===== src/rtl/reg_writeback_queue.sv =====
// In-order writeback queue feeding the register file write port from the memory-load
// and ALU paths, with forwarding of queued values onto both read ports.
module reg_writeback_queue #(
    parameter int DEPTH = 4,
    parameter int CW    = 3
) (
    input  logic          clk,
    input  logic          reset,
    input  logic          memValid,
    input  logic [3:0]    memDest,
    input  logic [31:0]   memData,
    output logic          memReady,
    input  logic          aluValid,
    input  logic [3:0]    aluDest,
    input  logic [31:0]   aluData,
    output logic          aluReady,
    output logic          writeEnable,
    output logic [3:0]    writeDestination,
    output logic [31:0]   writeData,
    input  logic [3:0]    readReg1,
    input  logic [3:0]    readReg2,
    input  logic [31:0]   rfData1,
    input  logic [31:0]   rfData2,
    output logic [31:0]   readData1,
    output logic [31:0]   readData2,
    output logic [CW-1:0] count,
    output logic          full,
    output logic          empty
);

    localparam int PW = $clog2(DEPTH);
    localparam logic [CW:0] DEPTH_X = (CW+1)'(DEPTH);

    logic [PW-1:0] wptr_q, wptr_d, rptr_q, rptr_d, alu_ptr;
    logic [CW-1:0] count_q, count_d;
    logic [3:0]    dest_q [DEPTH];
    logic [3:0]    dest_d [DEPTH];
    logic [31:0]   data_q [DEPTH];
    logic [31:0]   data_d [DEPTH];
    logic          mem_acc, alu_acc, deq;

    // Readiness looks only at the registered count; a dequeue this cycle gives no credit.
    always_comb begin
        memReady = {1'b0, count_q} < DEPTH_X;
        mem_acc  = memValid & memReady;
        aluReady = ({1'b0, count_q} + {{CW{1'b0}}, mem_acc}) < DEPTH_X;
        alu_acc  = aluValid & aluReady;
        deq      = (count_q != '0);
    end

    always_comb begin
        dest_d  = dest_q;
        data_d  = data_q;
        alu_ptr = mem_acc ? (wptr_q + PW'(1)) : wptr_q;
        if (mem_acc) begin
            dest_d[wptr_q] = memDest;
            data_d[wptr_q] = memData;
        end
        if (alu_acc) begin
            dest_d[alu_ptr] = aluDest;
            data_d[alu_ptr] = aluData;
        end
        wptr_d  = wptr_q + PW'(mem_acc) + PW'(alu_acc);
        rptr_d  = rptr_q + PW'(deq);
        count_d = count_q + CW'(mem_acc) + CW'(alu_acc) - CW'(deq);
    end

    always_ff @(posedge clk or negedge reset) begin
        if (!reset) begin
            wptr_q  <= '0;
            rptr_q  <= '0;
            count_q <= '0;
        end else begin
            wptr_q  <= wptr_d;
            rptr_q  <= rptr_d;
            count_q <= count_d;
        end
    end

    // Entry storage is only observable through occupied slots, so it needs no reset.
    always_ff @(posedge clk) begin
        dest_q <= dest_d;
        data_q <= data_d;
    end

    always_comb begin
        writeEnable      = deq;
        writeDestination = deq ? dest_q[rptr_q] : '0;
        writeData        = deq ? data_q[rptr_q] : '0;
        count            = count_q;
        empty            = !deq;
        full             = ({1'b0, count_q} == DEPTH_X);
    end

    // Walk oldest to youngest so the last match (youngest) wins.
    always_comb begin
        readData1 = rfData1;
        readData2 = rfData2;
        for (int unsigned i = 0; i < DEPTH; i++) begin
            logic [PW-1:0] idx;
            idx = rptr_q + PW'(i);
            if (i < 32'(count_q)) begin
                if (dest_q[idx] == readReg1) readData1 = data_q[idx];
                if (dest_q[idx] == readReg2) readData2 = data_q[idx];
            end
        end
    end

endmodule


===== config.mk =====
export PLATFORM = sky130hd
export DESIGN_NAME = reg_writeback_queue
export DESIGN_NICKNAME = d
export VERILOG_FILES = /design/src/rtl/reg_writeback_queue.sv
export SDC_FILE = /design/constraint.sdc
export NUM_CORES = 1
export LEC_CHECK = 0
export ABC_AREA = 1
export CORE_ASPECT_RATIO = 2
export CORE_MARGIN = 1.5
export CORE_UTILIZATION = 55
export DETAILED_ROUTE_END_ITERATION = 6
export PLACE_DENSITY_LB_ADDON = 0.1
export SYNTH_ARGS = -nofsm -noshare
export SYNTH_HDL_FRONTEND = slang
export SYNTH_SLANG_ARGS = --single-unit

===== constraint.sdc =====
create_clock -name clk -period 2.5 [get_ports clk]
set_input_delay 0.5 -clock clk [delete_from_list [all_inputs] [get_ports clk]]
set_output_delay 0.5 -clock clk [all_outputs]
set_load 0.05 [all_outputs]

==> results.yml, run 1 <==
die:
  dieWidth_um: 117.2
  fp-row-count: 83
  io_pins: 256
  initial_utilization: 0.5592
  die_h_um: 231.4
yosys:
  ys_ff_latch: 151
  syn-num-nets: 2770
  syn_area_per_cell_um2: 5.496
  synth-async-reset-ratio: 0.04636
  synth_top_area_cell: "nand2_1"
  synth_edf_count: 0
  synth_commonest_cells: "nand2_1, o21ai_0, inv_1, nand3_1, dfxtp_1"
  ys_warn_count: 0
  ys.flop_type: "dfxtp_1"
  synth.top_cell.area_share: 0.2258
  synthMostInstantiatedCell: "nand2_1"
  synth_area_um2: 14350
  synthTopCellsByArea: "nand2_1, dfxtp_1, o21ai_0"
  synth.yosys.seq_area_share: 0.2132
  syn_inst: 2610
  ys_types: 33
grt:
  grt_max_degree: 78
  grt_util_all_layers: 0.6061
  grt_remaining_overflow: 2
cts:
  ctsLongestPathBuffers: 2
  clock-root-buffer: "clkbuf_16"
  htree_levels: 4
  numCtsBuffers: 17
  clkSinkCount: 151
placement:
  dp_slack_ns: -0.7465
  gp_congestion: 1.013
  dp_hpwl_mm: 42.78
  portBuffers: 255
status:
  error: "[ERROR GRT-0232] Routing congestion too high. Check the congestion heatmap in the GUI."
  status: "aborted with a tool error"
  stop_stage: "global routing (5_1_grt)"
sta:
  worstEpCategory: "output port"
  crit_endpoint: "readData2[19]"
through the flow:
stage          instances  hold WS (ns)  area, µm²  utilization
3_5_place_dp        3183        0.5501      20260       0.7900
3_3_place_gp        3183        0.5416      20260       0.7900
2_1_floorplan       2610        0.2044      15460            -
4_1_cts             3231        0.3358      21500       0.8381
layer usage:
metal | overflow | GRT usage
met2 | 1 | 0.8292
met1 | 0 | 0.5860
met3 | 0 | 0.3933
met5 | 0 | 0.1392
met4 | 1 | 0.5858
kinds of logic after synthesis:
family                   after synthesis  share of synthesized area
AO/OA/AOI/OAI                        558                     0.2018
XOR/XNOR                              12                   0.008374
adder cells (fa/ha/maj)               12                    0.01204
buffers and inverters                521                     0.1497
flip-flops                           151                     0.2132
multiplexers                          63                    0.04396
AND/OR/NAND/NOR                     1293                     0.3710
what timing repair did:
| item | in CTS |
|---|---|
| setup endpoints to repair | 102 |
| pin swaps | 48 |
| endpoints found under the hold margin | 0 |
| gates resized for setup | 136 |
| cloned | 5 |
| buffers inserted | 11 |
| hold buffers | 0 |
==> inputs of run 2 (changes only) <==
--- a/config.mk
+++ b/config.mk
@@ -6,11 +6,10 @@
 export NUM_CORES = 1
 export LEC_CHECK = 0
 export ABC_AREA = 1
-export CORE_ASPECT_RATIO = 2
 export CORE_MARGIN = 1.5
-export CORE_UTILIZATION = 55
+export CORE_UTILIZATION = 40
 export DETAILED_ROUTE_END_ITERATION = 6
-export PLACE_DENSITY_LB_ADDON = 0.1
+export PLACE_DENSITY_LB_ADDON = 0.15
 export SYNTH_ARGS = -nofsm -noshare
 export SYNTH_HDL_FRONTEND = slang
 export SYNTH_SLANG_ARGS = --single-unit
==> run 2 against run 1 <==
  * Synthesized cell count unchanged
  * Synthesized area unchanged
  * The flow now finishes, with violations (setup timing)
==> results.yml, run 2 <==
die:
  fp-row-count: 69
  dieWidth_um: 192.4
  floorplan.die_area_um2: 37010
  die_h_um: 192.4
  io_pins: 256
  core_area_um2: 35400
  initial_utilization: 0.4053
status:
  violations: "setup timing"
  status: "finished, violations left"
setup_path:
  start_kind: "flip-flop"
  rr_worst_depth: 8
  crit_required_ns: 2.00
  crit_path_top_delay_cell: "dfrtp_4"
  rrSetupSlack_ns: 0.09
  path_cells: "buf_12, nand2_2, nand3_4, buf_4, nand3_1, nand2_2, nor2_4, buf_12, buf_16, nand3_1, nand3_1, nand2_1, a21oi_4, buf_12"
  r2r-end: "count[1]"
  path_buf_inv: 5
  slowest_delay_ns: 0.53
  crit_path_end_kind: "output port"
  crit_fanout: 13
  timing.rr.start: "count[2]"
  critPathKind: "reg2out"
  path_delay_family: "simple AND/OR/NAND/NOR gates"
  cp.arrival_ns: 2.80
yosys:
  ys_types: 33
  synthTopCellsByArea: "nand2_1, dfxtp_1, o21ai_0"
  synth.yosys.seq_area_share: 0.2132
  synth_edf_count: 0
  syn_area_per_cell_um2: 5.496
  synth_area_um2: 14350
  synthMostInstantiatedCell: "nand2_1"
  syn_inst: 2610
  ys_ff_latch: 151
  syn-num-nets: 2770
  synth-async-reset-ratio: 0.04636
  synth_commonest_cells: "nand2_1, o21ai_0, inv_1, nand3_1, dfxtp_1"
  synth_top_area_cell: "nand2_1"
  ys_warn_count: 0
  synth.top_cell.area_share: 0.2258
  ys.flop_type: "dfxtp_1"
sta:
  worst_slack_ns: -0.7997
  relSlewSlack: 0.6562
  slew_violations: 0
  worst_hold_slack_ns: 0.3199
  period_needed_ns: 3.300
  tightest_slew_ns: 0.5141
  finalSetupViolations: 97
  hold_viol_final: 0
  fmax_mhz: 303.1
  grt_setup_unrepaired: "true"
  period_share: 1.320
  timing.setup.tns_ns: -60.20
  fin_skew_ns: 0.007852
cts:
  clock_latency_ns: 0.44
  clkTransAtPathRegs_ns: 0.07
  clkSinkCount: 151
  clock-root-buffer: "clkbuf_16"
  cts_tree: "done"
  hold_buffers: 0
  ctsLongestPathBuffers: 2
  htree_levels: 4
  numCtsBuffers: 17
layout:
  final_nets: 3070
  largest_reg_flops: 128
  max_flop_register: "data_q"
  area_growth_syn_to_layout_pct: 55.86
  layout_commonest_cell: "nand2_1"
  layout_common_cells: "nand2_1, o21ai_0, inv_1"
  diodes: 0
  layout-drive-gt1-share: 0.2389
  utilization: 0.6316
  final_area_um2: 22360
grt:
  grt_max_degree: 73
  grt_util_all_layers: 0.3176
  grt_pass1_vias: 17110
  grt_pass1_wl_mm: 91.85
  grt_remaining_overflow: 0
  antenna_found_initial: 1
detailed_routing:
  drc: 0
  dr.pass1.iters: 6
  via_per_inst: 5.397
  wl_per_cell_um: 17.68
  num_vias: 18260
  ant_nets: 0
  wl_mm: 59.80
  drt-initial-drc-count: 1739
placement:
  portBuffers: 255
  dp_hpwl_mm: 40.98
  gp_congestion: 0.9177
  postPlaceCellArea_um2: 20600
hold_path:
  hp-class: "in2async"
job:
  drv_cap: 0
-- run 2: logic make-up after synthesis --
| family | synth area share |
|---|---|
| AOI/OAI and AO/OA | 0.2018 |
| xor gates and xnor gates | 0.008374 |
| adders and majority gates | 0.01204 |
| buffers and inverters | 0.1497 |
| DFF | 0.2132 |
| muxes | 0.04396 |
| and+or+nand+nor | 0.3710 |
-- run 2: final cells by class --
| class | instances | area (µm²) |
|---|---|---|
| Multi-Input combinational cell | 1939 | 10670 |
| Clock buffer | 21 | 460.4 |
| Timing Repair Buffer | 468 | 6218 |
| Fill cell | 3171 | 13040 |
| Sequential cell | 151 | 3069 |
| Tap cell | 461 | 576.8 |
| Inverter | 333 | 1267 |
| Clock inverter | 10 | 97.59 |
-- run 2: worst max path at each step --
stage                            from  cells after the start  slack (ns)             to
after detailed placement  readReg2[0]                     12       -0.46  readData2[18]
after global placement    readReg1[2]                     11       -0.45   readData1[6]
after global routing        rptr_q[0]                     15       -0.93   readData2[0]
after CTS                   rptr_q[0]                     13       -0.78   readData2[5]
final                       rptr_q[0]                     14       -0.80   readData1[0]
after floorplan              count[2]                     10       -0.26  readData2[11]
-- run 2: metrics by stage --
| stage | setup WS [ns] | instances |
|---|---|---|
| after global routing | -0.9342 | 3383 |
| after detailed placement | -0.4627 | 3320 |
| after floorplan | -0.2582 | 2610 |
| after global placement | -0.4519 | 3320 |
| after CTS | -0.7751 | 3374 |
| final | -0.7997 | 3383 |
-- run 2: routing by layer --
| metal | track usage | wire [µm] | share of wire |
|---|---|---|---|
| met1 | 0.4024 | 24320 | 0.41 |
| met2 | 0.5328 | 27720 | 0.46 |
| met3 | 0.05365 | 5667 | 0.095 |
| met4 | 0.1288 | 2075 | 0.035 |
| met5 | 0 | 15 | 0.00025 |
-- run 2: worst reg2reg max path: stages, from the launching register on --
cell     delay [ns]
dfrtp_4        0.50
buf_6          0.16
ha_1           0.17
or2_2          0.29
a31oi_4        0.17
nand2_2        0.12
fa_1           0.38
inv_1          0.08
fa_1           0.41
-- run 2: what timing repair did --
| action | in CTS | in global routing |
|---|---|---|
| gates cloned | 10 | 6 |
| endpoints found under the setup margin | 102 | 102 |
| resized for setup | 145 | 49 |
| setup buffers | 13 | 3 |
| endpoints found under the hold margin | 0 | 0 |
| pin swaps | 32 | 15 |
Power of run 2 is not shown: default switching activity piles up to over one toggle a cycle in this logic, so the estimate is an artifact.
==> inputs of run 3 (changes only) <==
--- a/config.mk
+++ b/config.mk
@@ -7,7 +7,7 @@
 export LEC_CHECK = 0
 export ABC_AREA = 1
 export CORE_MARGIN = 1.5
-export CORE_UTILIZATION = 40
+export CORE_UTILIZATION = 45
 export DETAILED_ROUTE_END_ITERATION = 6
 export PLACE_DENSITY_LB_ADDON = 0.15
 export SYNTH_ARGS = -nofsm -noshare
==> constraint.sdc (replaced) <==
create_clock -name clk -period 4.2 [get_ports clk]
set_input_delay 0.84 -clock clk [delete_from_list [all_inputs] [get_ports clk]]
set_output_delay 0.84 -clock clk [all_outputs]
set_load 0.05 [all_outputs]
==> run 3 against run 2 <==
  * The flow now finishes without violations
  * Largest cell class unchanged
  * Utilization decreased by 4.2 points
  * Critical path depth decreased by 8
  * Register-to-register slack improved by 1.4 ns
  * First-iteration DRC count increased by 18%
  * Clock skew decreased by 0.0015 ns
  * Via count decreased by 6.0%
  * Final cell count decreased by 6.1%
  * Hold slack improved by 0.25 ns
  * Sequential share of layout area increased by 2.8 points
  * Wire length decreased by 12%
  * Global-route usage about the same
  * Critical endpoint is now writeData[20]
  * Non-clock buffer count decreased by 148
==> results.yml, run 3 (synthesis gave the netlist of run 2 again) <==
cts:
  clkSinkCount: 151
  clkTransAtPathRegs_ns: 0.06
  clock_latency_ns: 0.44
  numCtsBuffers: 17
  cts_tree: "done"
  clock-root-buffer: "clkbuf_16"
  ctsLongestPathBuffers: 2
  htree_levels: 4
grt:
  grt_pass1_wl_mm: 84.49
  antenna_found_initial: 0
  grt_max_degree: 115
  grt_remaining_overflow: 0
  grt_pass1_vias: 16240
  grt_util_all_layers: 0.3173
setup_path:
  path_delay_family: "buffers and inverters"
  timing.rr.start: "count[2]"
  crit_required_ns: 3.36
  rr_worst_depth: 9
  r2r-end: "data_q[80]"
  path_cells: "buf_16, mux2i_1, o21ai_0, inv_1, nor2_1, clkdlybuf4s50_1"
  slowest_delay_ns: 0.81
  crit_fanout: 114
  start_kind: "flip-flop"
  path_buf_inv: 3
  rrSetupSlack_ns: 1.53
  crit_path_top_delay_cell: "clkdlybuf4s50_1"
  crit_path_end_kind: "output port"
  cp.arrival_ns: 3.23
  critPathKind: "reg2out"
placement:
  dp_hpwl_mm: 37.45
  post-place-cells: 3141
  postPlaceCellArea_um2: 17900
  gp_congestion: 0.9380
  portBuffers: 255
die:
  dieWidth_um: 181.5
  core_area_um2: 31470
  io_pins: 256
  floorplan.die_area_um2: 32960
  fp-row-count: 65
  initial_utilization: 0.4558
  die_h_um: 181.5
hold_path:
  hold_path_depth: 4
  min_from: "data_q[45]"
  hold_path_end: "data_q[45]"
  hp-class: "reg2reg"
layout:
  layout-drive-gt1-share: 0.09088
  layout_common_cells: "nand2_1, o21ai_0, inv_1"
  layout_commonest_cell: "nand2_1"
  final_nets: 2921
  area_growth_syn_to_layout_pct: 29.46
  diodes: 0
  fillers: 3070
  max_flop_register: "data_q"
  largest_reg_flops: 128
  final_area_um2: 18570
  instances_no_fill: 3175
  utilization: 0.5901
sta:
  fin_skew_ns: 0.006383
  grt_setup_unrepaired: "true"
  fmax_mhz: 245.5
  hold_viol_final: 0
  slew_violations: 0
  period_needed_ns: 4.074
  relSlewSlack: 0.4297
  tightest_slew_ns: 0.8525
  period_share: 0.9700
  finalSetupViolations: 0
  timing.setup.tns_ns: 0
status:
  status: "complete, no violations"
detailed_routing:
  wl_per_cell_um: 16.54
  drt-initial-drc-count: 2044
  via_per_inst: 5.409
  drc: 0
  wl_mm: 52.50
  dr.pass1.iters: 6
  num_vias: 17170
  ant_nets: 0
job:
  drv_cap: 0
run 3: changes by cell type in the layout (fill, tap and decap cells not counted), sizes merged:
cell	change
nand2	-1
buf	-177
dlygate4sd2	-1
clkbuf	-9
dlymetal6s2s	+1
clkdlybuf4s50	+39
clkinv	+2
clkinvlp	-4
inv	+5
bufbuf	-4
run 3: how the worst max path moves through the flow:
stage,cells after the start,end,startpoint,slack [ns]
finish,6,writeData[20],rptr_q[0],0.13
global route,13,readData2[6],rptr_q[0],-0.003
CTS,14,readData1[0],rptr_q[1],0.02
global placement,12,readData1[0],readReg1[0],0.27
detailed placement,12,readData1[15],readReg1[1],0.22
floorplan,10,readData1[11],count[2],0.25
run 3: worst register-to-register path: stages (launching register included):
cell and delay [ns]:
dfrtp_1 0.51, ha_1 0.24, or2_2 0.26, a31oi_1 0.18
nand2_1 0.21, nor2_1 0.24, nand2_2 0.38, buf_12 0.34
nand2_1 0.11, o21ai_0 0.08
run 3: timing repair:
| action | in CTS | in global routing |
|---|---|---|
| resized for setup | 3 | 24 |
| gates cloned | 0 | 0 |
| pin swaps | 0 | 1 |
| buffers inserted | 0 | 3 |
| hold buffers | 0 | 0 |
| endpoints found under the setup margin | 9 | 59 |
run 3: layout make-up:
type / instances / area (µm²) / area share
Clock buffer: 18 / 429.2 / 0.02311
Clock inverter: 13 / 122.6 / 0.006602
Inverter: 333 / 1252 / 0.06744
Multi-Input combinational cell: 1938 / 9303 / 0.5009
Sequential cell: 151 / 3063 / 0.1649
Tap cell: 402 / 503.0 / 0.02708
Timing Repair Buffer: 320 / 3899 / 0.2099
run 3: per-stage QoR:
step | setup WS [ns] | hold slack (ns)
floorplan | 0.2532 | 0.4672
global placement | 0.2692 | 0.5420
detailed placement | 0.2218 | 0.5509
CTS | 0.01571 | 0.5689
global route | -0.002714 | 0.5936
finish | 0.1259 | 0.5732
run 3: layer usage:
| layer | vias to the layer above | track usage | wire, µm |
|---|---|---|---|
| met5 | - | 0 | 0 |
| met2 | 856 | 0.5140 | 23310 |
| met1 | 7594 | 0.4124 | 22830 |
| met4 | 0 | 0.1243 | 1511 |
| li1 | 8617 | - | - |
| met3 | 105 | 0.06598 | 4857 |
Power of run 3 is left out for the same reason.
==> RTL change (config.mk and constraints of run 2) <==
The parameter `CW` goes from 3 to 6.
--- a/src/rtl/reg_writeback_queue.sv
+++ b/src/rtl/reg_writeback_queue.sv
@@ -2,7 +2,7 @@
 // and ALU paths, with forwarding of queued values onto both read ports.
 module reg_writeback_queue #(
     parameter int DEPTH = 4,
-    parameter int CW    = 3
+    parameter int CW    = 6
 ) (
     input  logic          clk,
     input  logic          reset,
Ports: changed (resized count); port bits go from 256 to 259. No check against the original RTL was run, so the function may have changed too.
==> RTL change against run 2 <==
- setup slack worse by 140 ps
- area after synthesis increased by 21%
- count of clock-buffer cells in the layout is 1 higher
- sequential cell count up 3
- design area is 18% higher
- routed wire length increased by 37%
- utilization down 2.0 points
- highest routed layer is now met4
- critical path type unchanged
- the flow still finishes with violations (negative setup slack)
Power is left out: it rests on default switching activity, and per cell area and clock period it moved more than threefold.
==> RTL change: results (changes against run 2) <==
Cells and area
The non-filler instance count after layout is 4,306 (was 3,383). The fraction of final layout cells with drive strength greater than 1 is 23.66% (was 23.89%).

Drt
The wire length on met1 is 37,150 um (was 24,320 um). The sum of routed wire length over all layers is 82,160 um (was 59,800 um). The top layer reached by signal wires is met4 (was met5). The violation count after the first detailed-route iteration came to 2,718 (was 1,739). The total length of routed met3 wires is 9022 um (was 5667 um).

STA
The worst path setup slack after routing is -943.6 ps (was -799.7 ps). The final setup violation count is 253 (was 97). The setup skew after layout was 5.959 ps (was 7.852 ps). The tightest hold margin was 427.0 ps (was 319.9 ps). The worst slew margin relative to its limit is 50.30% (was 65.62%).

The sum of negative setup slack was -88,700 ps (was -60,200 ps).

Synth
Most frequent cells after synthesis: 1,258 x nand2_1, 500 x o21ai_0, 374 x inv_1 (was 863 x nand2_1, 476 x o21ai_0, 311 x inv_1). The share of the yosys chip area belonging to registers is 18.02% (was 21.32%). The adder-cell share of the synthesized area is 1.641% (was 1.204%).

The share of flip-flops with an asynchronous set or reset came to 6.494% (was 4.636%). The synthesized instance count is 3,304 (was 2,610). The share of the synthesized area in compound gates (AO/OA/AOI/OAI) is 19.22% (was 20.18%).

Top area cells in the synthesized netlist: nand2_1 27%, dfxtp_1 17%, o21ai_0 14% (was nand2_1 23%, dfxtp_1 20%, o21ai_0 17%). The number of library cell types mapped by synthesis is 37 (was 33).

Worst setup path
The origin of the critical flop-to-flop path is count[4] (was count[2]). The worst setup slack for register-to-register paths is -390 ps (was 90 ps). The largest fanout on the critical path is 7 (was 13). The number of cells on the worst reg-to-reg path came to 17 (was 8).

Placed design
The global placement routability congestion is 0.9828 (was 0.9177). The post-place instance area is 23,390 sq um (was 20,600 sq um). The number of port buffers is 258 (was 255).

The post-detailed-placement half-perimeter wirelength is 58,420 um (was 40,980 um).

Clock tree
The buffer count from post-CTS setup fixing came to 10 (was 13). The source-to-sink clock delay at the later pin of the worst-skew pair is 460 ps (was 440 ps).

Outcome
Result of the run: finished, violations left (unchanged). Violations in the final reports: negative setup slack (unchanged).

Global routing
The met3 usage in global routing is 6.142% (was 5.365%). The met2 capacity usage during global routing is 48.81% (was 53.28%). The wire length of the first global-routing pass is 119,200 um (was 91,850 um). The met1 track demand over resource in global routing is 52.79% (was 40.24%).

The number of global-route vias before repair is 20,277 (was 17,114). The overall track demand over capacity in global routing came to 34.29% (was 31.76%).
RTL change: layout make-up:
class                   instances  area, sq um
fillers                      4140        16670
multi-input cells            2517        13490
repair buffers                640         6880
flip-flops and latches        154         3143
inverters                     377         1434
well taps                     585        732.0
clock buffers                  22        484.2
clock inverters                10        138.9
diodes                          1        2.502
RTL change: worst max-delay path by stage:
stage,start,to,cells past startpoint
floorplan,count[3],count[4],18
global placement,rptr_q[0],readData1[17],14
detailed placement,readReg2[1],readData2[6],12
CTS,rptr_q[0],readData1[16],16
global route,rptr_q[0],readData1[31],14
finish,rptr_q[0],readData1[22],13
RTL change: critical path, stage by stage (launching register included):
cell       delay (ps)
dfrtp_4           550
buf_12            180
buf_4             140
nand2_2           100
nand2_2            90
o21ai_4           170
nand2_2            80
a21oi_2           200
nand3_4           140
buf_12            180
clkbuf_16         170
nor2_1            240
a21oi_4            90
buf_8             160
